$ cat src/rtl/mem_port_arbiter.sv
// Round-robin arbiter that shares one single-port memory between instruction fetch (port 0)
// and load/store (port 1). It keeps one read in flight and hides the fixed read latency.
module mem_port_arbiter #(
    parameter int AW  = 30,
    parameter int LAT = 2
) (
    input  logic          clk,
    input  logic          rst_n,
    input  logic          req0,
    input  logic          req1,
    input  logic          we0,
    input  logic          we1,
    input  logic [AW-1:0] addr0,
    input  logic [AW-1:0] addr1,
    input  logic [31:0]   wdata0,
    input  logic [31:0]   wdata1,
    input  logic [3:0]    wstrb0,
    input  logic [3:0]    wstrb1,
    output logic          gnt0,
    output logic          gnt1,
    output logic          rvalid0,
    output logic          rvalid1,
    output logic [31:0]   rdata,
    output logic          mem_en,
    output logic          mem_we,
    output logic [AW-1:0] mem_addr,
    output logic [31:0]   mem_wdata,
    output logic [3:0]    mem_wstrb,
    input  logic [31:0]   mem_rdata
);

    typedef enum logic {IDLE, WAIT} state_e;

    localparam logic [3:0] CNT_START = 4'(LAT - 1);

    state_e      state_q, state_d;
    logic        last_q, last_d;
    logic [3:0]  cnt_q, cnt_d;
    logic        owner_q, owner_d;
    logic        rvalid0_q, rvalid0_d;
    logic        rvalid1_q, rvalid1_d;
    logic [31:0] rdata_q, rdata_d;

    logic grant;
    logic grant_port;
    logic grant_we;

    // Arbitration is gated by rst_n so the memory side is quiet during reset.
    // NOTE: every signal written in an always_comb gets a default first; a missing branch would otherwise infer a latch.
    always_comb begin
        grant      = 1'b0;
        grant_port = 1'b0;
        if (rst_n && state_q == IDLE) begin
            if (req0 && req1) begin
                grant      = 1'b1;
                grant_port = ~last_q;
            end else if (req0) begin
                grant      = 1'b1;
                grant_port = 1'b0;
            end else if (req1) begin
                grant      = 1'b1;
                grant_port = 1'b1;
            end
        end
    end

    assign grant_we = grant_port ? we1 : we0;

    // NOTE: state registers use non-blocking assignments so every flop samples pre-edge values.
    always_ff @(posedge clk or negedge rst_n) begin
        if (!rst_n) begin
            state_q   <= IDLE;
            last_q    <= 1'b1;
            cnt_q     <= 4'd0;
            owner_q   <= 1'b0;
            rvalid0_q <= 1'b0;
            rvalid1_q <= 1'b0;
            rdata_q   <= 32'd0;
        end else begin
            state_q   <= state_d;
            last_q    <= last_d;
            cnt_q     <= cnt_d;
            owner_q   <= owner_d;
            rvalid0_q <= rvalid0_d;
            rvalid1_q <= rvalid1_d;
            rdata_q   <= rdata_d;
        end
    end

    always_comb begin
        state_d   = state_q;
        last_d    = last_q;
        cnt_d     = cnt_q;
        owner_d   = owner_q;
        rvalid0_d = 1'b0;
        rvalid1_d = 1'b0;
        rdata_d   = rdata_q;
        case (state_q)
            IDLE: begin
                if (grant) begin
                    last_d = grant_port;
                    // Writes complete in the grant cycle; only reads wait for data.
                    if (!grant_we) begin
                        owner_d = grant_port;
                        cnt_d   = CNT_START;
                        state_d = WAIT;
                    end
                end
            end
            WAIT: begin
                if (cnt_q != 4'd0) begin
                    cnt_d = cnt_q - 4'd1;
                end else begin
                    rdata_d   = mem_rdata;
                    rvalid0_d = ~owner_q;
                    rvalid1_d = owner_q;
                    state_d   = IDLE;
                end
            end
            default: state_d = IDLE;
        endcase
    end

    always_comb begin
        gnt0      = grant & ~grant_port;
        gnt1      = grant & grant_port;
        mem_en    = grant;
        mem_we    = grant & grant_we;
        mem_addr  = '0;
        mem_wdata = 32'd0;
        mem_wstrb = 4'd0;
        if (grant) begin
            mem_addr  = grant_port ? addr1 : addr0;
            mem_wdata = grant_port ? wdata1 : wdata0;
            // Byte strobes are meaningless on reads, so keep them off the macro.
            if (grant_we) begin
                mem_wstrb = grant_port ? wstrb1 : wstrb0;
            end
        end
    end

    assign rvalid0 = rvalid0_q;
    assign rvalid1 = rvalid1_q;
    assign rdata   = rdata_q;

endmodule

$ cat config.mk
export PLATFORM = sky130hd
export DESIGN_NAME = mem_port_arbiter
export DESIGN_NICKNAME = d
export VERILOG_FILES = /design/src/rtl/mem_port_arbiter.sv
export SDC_FILE = /design/constraint.sdc
export NUM_CORES = 1
export LEC_CHECK = 0
export BUFFER_PORTS_ARGS = -buffer_cell sky130_fd_sc_hd__buf_2
export CORE_AREA = 2 2 106 108
export CTS_BUF_LIST = sky130_fd_sc_hd__clkbuf_16
export CTS_CLUSTER_SIZE = 14
export DETAILED_ROUTE_END_ITERATION = 6
export DIE_AREA = 0 0 108 110
export GPL_ROUTABILITY_DRIVEN = 0
export PLACE_DENSITY = 0.53
export SLEW_MARGIN = 0
export SYNTH_ARGS = -nofsm -noshare
export SYNTH_HDL_FRONTEND = slang
export SYNTH_SLANG_ARGS = --single-unit
$ cat constraint.sdc
create_clock -name clk -period 3.9 [get_ports clk]
set_clock_uncertainty 0.2 [all_clocks]
set_input_delay 0.78 -clock clk [delete_from_list [all_inputs] [get_ports clk]]
set_output_delay 0.78 -clock clk [all_outputs]
set_load 0.02 [all_outputs]
==> impl_metrics.yaml, run 1 <==
synthesis:
  synth_area_leaders: "dfrtp_1 43%, a22o_1 22%, mux2_2 16%"
  yosysWarnings: 0
  synth_compound_area_frac: 0.275
  yosys.area_share.simple: 0.0746
  synth_edf_count: 0
  synth_nets: 379
  ys_types: 33
  syn_area_per_cell_um2: 11.3
  async_flop_share: 1.00
  yosys_register_bits: 41
  netlist_top_cells_count: "60 x a22o_1, 40 x dfrtp_1, 33 x mux2_2, 8 x nand3_1, 7 x clkbuf_1"
  yosysTopAreaCell: "dfrtp_1"
  netlist_instances: 208
  yosysMostFrequentCell: "a22o_1"
  synthesis.area_mm2: 0.00235
  synthFlopType: "dfrtp_1"
  synth_top_family_by_area: "compound AO/OA/AOI/OAI gates"
  netlist.area_leader.share: 0.426
  synth_fa_ha_area_frac: 0.00533
  synth-xor-area-share: 0
  synth_seq_area_share: 0.438
  muxShareOfSynthArea: 0.158
grt:
  antenna_found_initial: 3
  grt_max_degree: 46
  grt-ovfl-total: 0
  grt_pass1_vias: 2723
  grt_pass1_wl_mm: 14.7
  grt_usage: 0.161
detailed_routing:
  drtIter0Drc: 164
  final_antenna_net_count: 0
  firstDrtPassIters: 4
  via_count: 2830
  wirelength_mm: 10.3
  drcViolationCount: 0
  via_per_inst: 4.59
  wl_per_cell_um: 16.7
timing:
  layout_setup_ws_ps: 587
  slew_headroom: 0.505
  hold-worst-slack_ps: 271
  grt_setup_unrepaired: "no"
  totalNegativeSetupSlack_ps: 0
  post-route-period-util: 0.850
  layout_min_cycle_time_ps: 3310
  hold_violations: 0
  setup_viol: 0
  clock.fmax_mhz: 302
  worst_pin_slew_ps: 734
  drv_slew: 0
power:
  p_switching_mw: 1.09
  power.density_mw_per_mm2: 645
  comb_power_share: 0.550
  intPower_mw: 1.49
  p_leak_nw: 2.21
  swShare: 0.424
  power.share.clock: 0.158
  pwr-share-seq: 0.292
  peakVddDrop_mv: 0.399
place:
  port_buffers: 273
  dp_hpwl_mm: 8.65
  post-place-ws_ps: 578
clock_tree:
  cts_setup_buffers: 0
  cts_tree: "done"
  cts_resized: 0
  path_clk_slew_ps: 70
  clk_latency_ps: 280
  root_buffer: "clkbuf_16"
  ctsHtreeMaxLevel: 2
  clock_sinks: 41
  hold_buffers: 0
  cts.path.max_buffers: 2
  cts_made_buffers: 5
setup_path:
  worstSetupStartpoint: "rst_n"
  cp-end-kind: "output pin"
  path_class: "in2out"
  r2r-end: "rdata[26]"
  r2r_slack_ps: 1510
  cp.required_ps: 2920
  worst-path-max-fanout: 45
  r2r_start: "cnt_q[0]"
  endpoint: "mem_addr[24]"
  cp.arrival_ps: 2330
  critPathLaunchType: "primary input"
  ff2ff_path_depth: 6
job:
  cap_violations: 0
worst_hold_path:
  hold_class: "reg2reg"
layout:
  num-nets-final: 646
  area_growth_pct: 70.4
  utilization: 0.374
  drive_gt1_frac: 0.687
die:
  rows: 38
  dieArea_mm2: 0.0119
  io_pins: 274
  die_y_um: 110
  coreArea_mm2: 0.0107
  initial_core_util: 0.219
  die_w_um: 108
run_status:
  status: "completed"
how the worst min path moves through the flow:
| stage | startpoint | end | slack, ps | depth (start not counted) |
|---|---|---|---|---|
| 2_1_floorplan | owner_q | rvalid0 | 220 | 1 |
| 3_3_place_gp | owner_q | rvalid0 | 250 | 1 |
| 3_5_place_dp | owner_q | rvalid0 | 250 | 1 |
| 4_1_cts | owner_q | rvalid0 | 270 | 1 |
| 5_1_grt | owner_q | rvalid0 | 300 | 1 |
| 6_report | owner_q | rvalid0 | 270 | 1 |
power by group through the flow:
stage	registers [mW]	logic, mW	clock network [mW]
2_1_floorplan	0.971	0.727	0
3_3_place_gp	0.754	1.42	0
3_5_place_dp	0.761	1.43	0
4_1_cts	0.754	1.43	0.423
5_1_grt	0.782	1.53	0.444
6_report	0.752	1.42	0.408
metal layers:
metal,track usage,vias up,share of wire
met5,0,-,0.0013
met4,0.0339,2,0.0087
met3,0.0400,6,0.089
met2,0.290,150,0.51
met1,0.195,1329,0.39
li1,-,1343,-
stage by stage:
| step | total power [mW] | area (um2) | instances |
|---|---|---|---|
| 2_1_floorplan | 1.70 | 2350 | 208 |
| 3_3_place_gp | 2.17 | 3850 | 608 |
| 3_5_place_dp | 2.19 | 3850 | 608 |
| 4_1_cts | 2.61 | 4000 | 616 |
| 5_1_grt | 2.75 | 4000 | 617 |
| 6_report | 2.58 | 4000 | 617 |
cell usage in the layout, fill, tap and decap left out, types with 3 or more instances in the layout:
| cell type | instances |
|---|---|
| nand3_1 | 8 |
| a22o_1 | 60 |
| nand2_1 | 5 |
| mux2_2 | 33 |
| inv_1 | 4 |
| buf_4 | 4 |
| buf_2 | 273 |
| dfrtp_1 | 40 |
| o21ai_0 | 3 |
| clkbuf_16 | 5 |
| nor2_1 | 5 |
| a21oi_1 | 6 |
| nand2b_1 | 3 |
sequential cells by signal, summed over array words and instances, names as in the netlist:
| signal | cells |
|---|---|
| owner_q | 1 |
| last_q | 1 |
| rvalid0 | 1 |
| cnt_q | 4 |
| rdata | 32 |
| rvalid1 | 1 |
| state_q | 1 |
final cells by class:
cell class                 count  area (um2)
antenna                        1        2.50
clock buffer                   5         125
clock inverter                 3        25.0
fill                        1124        6700
inverter                       6        22.5
multi-input combinational    143        1200
sequential                    41        1030
tap                          140         175
timing repair buffer         278        1420
worst max-delay path: stages:
cell and delay (ps):
buf_2 100, nor2b_1 250, nand2_1 200, inv_2 370, buf_12 270, a22o_1 180
buf_2 170
cell families after synthesis:
family,Yosys count
AOI/OAI and AO/OA,78
adders and majority gates,1
buffers and inverters,24
DFF,41
muxes,33
and+or+nand+nor,31
Note: power is estimated with default switching activity, not from simulation.
==> run 2, diff against run 1 <==
--- a/config.mk
+++ b/config.mk
@@ -5,14 +5,15 @@
 export SDC_FILE = /design/constraint.sdc
 export NUM_CORES = 1
 export LEC_CHECK = 0
+export ABC_AREA = 1
 export BUFFER_PORTS_ARGS = -buffer_cell sky130_fd_sc_hd__buf_2
-export CORE_AREA = 2 2 106 108
+export CORE_AREA = 2 2 105 107
 export CTS_BUF_LIST = sky130_fd_sc_hd__clkbuf_16
 export CTS_CLUSTER_SIZE = 14
 export DETAILED_ROUTE_END_ITERATION = 6
-export DIE_AREA = 0 0 108 110
+export DIE_AREA = 0 0 107 109
 export GPL_ROUTABILITY_DRIVEN = 0
-export PLACE_DENSITY = 0.53
+export PLACE_DENSITY = 0.56
 export SLEW_MARGIN = 0
 export SYNTH_ARGS = -nofsm -noshare
 export SYNTH_HDL_FRONTEND = slang
==> constraint.sdc (replaced) <==
create_clock -name clk -period 3 [get_ports clk]
set_clock_uncertainty 0.2 [all_clocks]
set_input_delay 0.6 -clock clk [delete_from_list [all_inputs] [get_ports clk]]
set_output_delay 0.6 -clock clk [all_outputs]
set_load 0.02 [all_outputs]
==> impl_metrics.yaml, run 2 <==
synthesis:
  synth_area_leaders: "dfrtp_1 42%, a22o_1 22%, mux2_2 15%"
  netlist.area_leader.share: 0.418
  async_flop_share: 1.00
  synthesis.area_mm2: 0.00240
  netlist_top_cells_count: "60 x a22o_1, 40 x dfrtp_1, 32 x mux2_2, 24 x nand2_1, 12 x buf_6"
  synth_nets: 387
  yosysMostFrequentCell: "a22o_1"
  synthFlopType: "dfrtp_1"
  netlist_instances: 216
  synth_edf_count: 0
  yosysWarnings: 0
  ys_types: 24
  syn_area_per_cell_um2: 11.1
  yosys_register_bits: 41
  synth_seq_area_share: 0.429
  yosysTopAreaCell: "dfrtp_1"
timing:
  layout_min_cycle_time_ps: 2840
  slew_headroom: 0.437
  setup_viol: 0
  clock.fmax_mhz: 352
  drv_slew: 0
  worst_pin_slew_ps: 843
  grt_setup_unrepaired: "no"
  hold_violations: 0
  hold-worst-slack_ps: 104
  post-route-period-util: 0.947
  totalNegativeSetupSlack_ps: 0
setup_path:
  worst_path_max_delay_cell: "dfrtp_1"
  cp_slowest_stage_delay_ps: 440
  cp.arrival_ps: 2040
  cp_top_family: "buffers and inverters"
  path_cells: "inv_1 -> nand2_1 -> nor2_4 -> nand2_2 -> inv_4 -> buf_4 -> a22o_1 -> buf_2"
  path_class: "reg2out"
  critPathLaunchType: "register"
  path_buf_inv: 4
  cp-end-kind: "output pin"
  worst-path-max-fanout: 28
  cp.required_ps: 2200
grt:
  grt_usage: 0.179
  grt-ovfl-total: 0
  grt_pass1_wl_mm: 15.2
  grt_max_degree: 40
  grt_pass1_vias: 2602
  antenna_found_initial: 4
clock_tree:
  root_buffer: "clkbuf_16"
  clk_latency_ps: 280
  ctsHtreeMaxLevel: 2
  cts_made_buffers: 5
  cts_resized: 0
  cts_tree: "done"
  clock_sinks: 41
  cts.path.max_buffers: 2
  cts_setup_buffers: 0
  path_clk_slew_ps: 60
layout:
  area_growth_pct: 67.7
  design_area_mm2: 0.00402
  num-nets-final: 658
  layout_common_cells: "273 x buf_2, 60 x a22o_1, 40 x dfrtp_1"
  final_common_cell: "buf_2"
  largest_reg_flops: 32
  drive_gt1_frac: 0.672
  utilization: 0.379
detailed_routing:
  via_count: 2914
  final_antenna_net_count: 0
  via_per_inst: 4.62
  wl_per_cell_um: 18.0
  drcViolationCount: 0
  firstDrtPassIters: 4
  wirelength_mm: 11.3
  drtIter0Drc: 240
job:
  cap_violations: 0
place:
  placedInstanceArea_mm2: 0.00384
  dp_hpwl_mm: 9.65
  port_buffers: 273
power:
  power.density_mw_per_mm2: 850
  p_leak_nw: 2.30
  peakVddDrop_mv: 0.453
die:
  initial_core_util: 0.226
  coreArea_mm2: 0.0106
  die_y_um: 109
  dieArea_mm2: 0.0117
  io_pins: 274
  rows: 38
  die_w_um: 107
run_status:
  status: "completed"
worst_hold_path:
  hold_class: "in2async"
-- run 2: path summary, 6_finish.rpt --
path	from	endpoint	slack [ps]	cells after the start
min in group clk	owner_q	rvalid0	230	1
max	state_q	mem_wdata[9]	160	8
max in group asynchronous	rst_n	state_q	2000	2
max reg2reg	cnt_q[0]	rdata[14]	740	4
min	rst_n	last_q	100	1
min reg2reg	owner_q	rvalid0	230	1
-- run 2: cell families (layout without fill, tap and decap cells) --
logic type               after synthesis  count (layout)  share of synthesized area
AO/OA/AOI/OAI                         69              69                      0.238
AND/OR/NAND/NOR                       49              49                     0.0982
flip-flops                            41              41                      0.429
multiplexers                          32              32                      0.150
buffers and inverters                 24             296                     0.0794
adder cells (fa/ha/maj)                1               1                    0.00522
other                                  0               3                          0
-- run 2: cell type report --
type,count,area [um2]
diodes,3,7.51
clock buffers,5,125
clock inverters,3,37.5
fillers,1115,6590
inverters,8,32.5
multi-input cells,151,1180
flip-flops and latches,41,1030
well taps,140,175
repair buffers,280,1430
-- run 2: per-layer routing --
metal | global-route usage | vias up | part of all wire
met4 | 0.0557 | 2 | 0.022
met1 | 0.233 | 1376 | 0.39
met5 | 0 | - | 0.0014
met3 | 0.0622 | 16 | 0.12
met2 | 0.278 | 165 | 0.47
li1 | - | 1355 | -
-- run 2: worst reg2reg max path, stage by stage, from the launching register on --
cell     delay [ps]
dfrtp_1         390
inv_1            80
ha_1            240
nand3_2         670
mux2_2          560
-- run 2: what timing repair did --
action                                 in CTS  in global routing
endpoints found under the hold margin       1                  0
hold buffers                                1                  0
setup endpoints to repair                   0                  0
-- run 2: power breakdown --
group	internal, mW	total (mW)	switching [mW]	leakage (nW)
logic	0.771	1.86	1.09	1.74
registers	0.836	0.974	0.138	0.484
clock network	0.386	0.582	0.196	0.0827
-- run 2: metrics by stage --
| stage | cells | power [mW] | setup WS, ps |
|---|---|---|---|
| detailed placement | 619 | 2.85 | 219 |
| global placement | 619 | 2.82 | 255 |
| finish | 631 | 3.41 | 159 |
| global route | 628 | 3.64 | 32.1 |
| CTS | 628 | 3.45 | 159 |
| floorplan | 216 | 2.24 | 627 |
==> run 3, diff against run 2 <==
--- a/config.mk
+++ b/config.mk
@@ -13,7 +13,7 @@
 export DETAILED_ROUTE_END_ITERATION = 6
 export DIE_AREA = 0 0 107 109
 export GPL_ROUTABILITY_DRIVEN = 0
-export PLACE_DENSITY = 0.56
+export PLACE_DENSITY = 0.68
 export SLEW_MARGIN = 0
 export SYNTH_ARGS = -nofsm -noshare
 export SYNTH_HDL_FRONTEND = slang
==> impl_metrics.yaml, run 3 (same netlist as run 2, synthesis figures left out) <==
run_status:
  status: "completed"
layout:
  area_growth_pct: 66.7
  stdcell_count: 627
  multiInputGateArea_mm2: 0.00118
  largest_reg_flops: 32
  drive_gt1_frac: 0.676
  seqCellArea_mm2: 0.00103
  num-nets-final: 657
  layout_common_cells: "273 x buf_2, 60 x a22o_1, 40 x dfrtp_1"
  final_common_cell: "buf_2"
  fillers: 1100
  antennaDiodeCount: 0
timing:
  grt_setup_unrepaired: "no"
  drv_slew: 0
  hold_violations: 0
  hold-worst-slack_ps: 95.2
  post-route-period-util: 0.885
  layout_min_cycle_time_ps: 2660
  worst_pin_slew_ps: 814
  totalNegativeSetupSlack_ps: 0
  slew_headroom: 0.457
  clock.fmax_mhz: 377
  setup_viol: 0
die:
  initial_core_util: 0.226
  coreArea_mm2: 0.0106
  die_y_um: 109
  io_pins: 274
  rows: 38
  die_w_um: 107
  dieArea_mm2: 0.0117
detailed_routing:
  wirelength_mm: 9.32
  firstDrtPassIters: 4
  via_per_inst: 4.57
  drcViolationCount: 0
  final_antenna_net_count: 0
  via_count: 2864
  drtIter0Drc: 113
  wl_per_cell_um: 14.9
grt:
  grt_max_degree: 64
  grt-ovfl-total: 0
  grt_pass1_wl_mm: 13.0
  antenna_found_initial: 2
  grt_pass1_vias: 2583
  grt_usage: 0.144
setup_path:
  worst-path-max-fanout: 63
  r2r-end: "rdata[25]"
  critPathLaunchType: "primary input"
  worstSetupStartpoint: "rst_n"
  r2r_start: "cnt_q[0]"
  path_class: "in2out"
  r2r_slack_ps: 780
  cp.arrival_ps: 1860
  cp-end-kind: "output pin"
  ff2ff_path_depth: 4
  cp.required_ps: 2200
power:
  p_leak_nw: 2.29
  power.density_mw_per_mm2: 833
  peakVddDrop_mv: 0.584
clock_tree:
  path_clk_slew_ps: 60
  ctsHtreeMaxLevel: 2
  clk_latency_ps: 280
  cts_resized: 0
  clock_sinks: 41
  hold_buffers: 1
  cts_setup_buffers: 0
  cts.path.max_buffers: 2
  cts_tree: "done"
  root_buffer: "clkbuf_16"
  cts_made_buffers: 5
place:
  port_buffers: 273
  dp_cells: 618
  dp_hpwl_mm: 7.90
job:
  cap_violations: 0
worst_hold_path:
  hold_class: "in2async"
==> run 3: routing by layer <==
layer	vias up	wire length [um]	global-route usage
met1	1333	3660	0.178
met4	4	267	0.0594
met3	21	879	0.0460
li1	1345	-	-
met2	161	4490	0.231
met5	-	27	0
==> run 3: cell type report <==
class | instances | share of cell area
sequential | 41 | 0.257
multi-input combinational | 151 | 0.295
tap | 140 | 0.0438
clock inverter | 3 | 0.00438
clock buffer | 5 | 0.0313
timing repair buffer | 279 | 0.360
inverter | 8 | 0.00814
==> run 3: how the worst max path moves through the flow <==
stage	to
after floorplan	mem_wstrb[0]
after global placement	mem_wdata[31]
after detailed placement	mem_wdata[31]
after CTS	mem_wdata[31]
after global routing	mem_addr[29]
final	mem_wdata[6]
==> run 3: where the power goes <==
part           switching, mW  internal, mW  total, mW
sequential             0.149         0.836      0.985
combinational           1.06         0.774       1.83
clock                  0.205         0.304      0.509
==> run 3: critical path, cell delays in order <==
cell and delay, ps:
buf_2 130, inv_1 60, nor2_2 140, nand3_4 130
inv_2 140, buf_12 250, a22o_1 210, buf_2 170
==> run 3: metrics by stage <==
step | total power, mW | util | setup WS (ps) | area, um2
2_1_floorplan | 2.24 | - | 627 | 2400
3_3_place_gp | 2.79 | 0.362 | 275 | 3840
3_5_place_dp | 2.85 | 0.362 | 262 | 3840
4_1_cts | 3.38 | 0.377 | 310 | 4000
5_1_grt | 3.56 | 0.377 | 195 | 4000
6_report | 3.33 | 0.377 | 345 | 4000
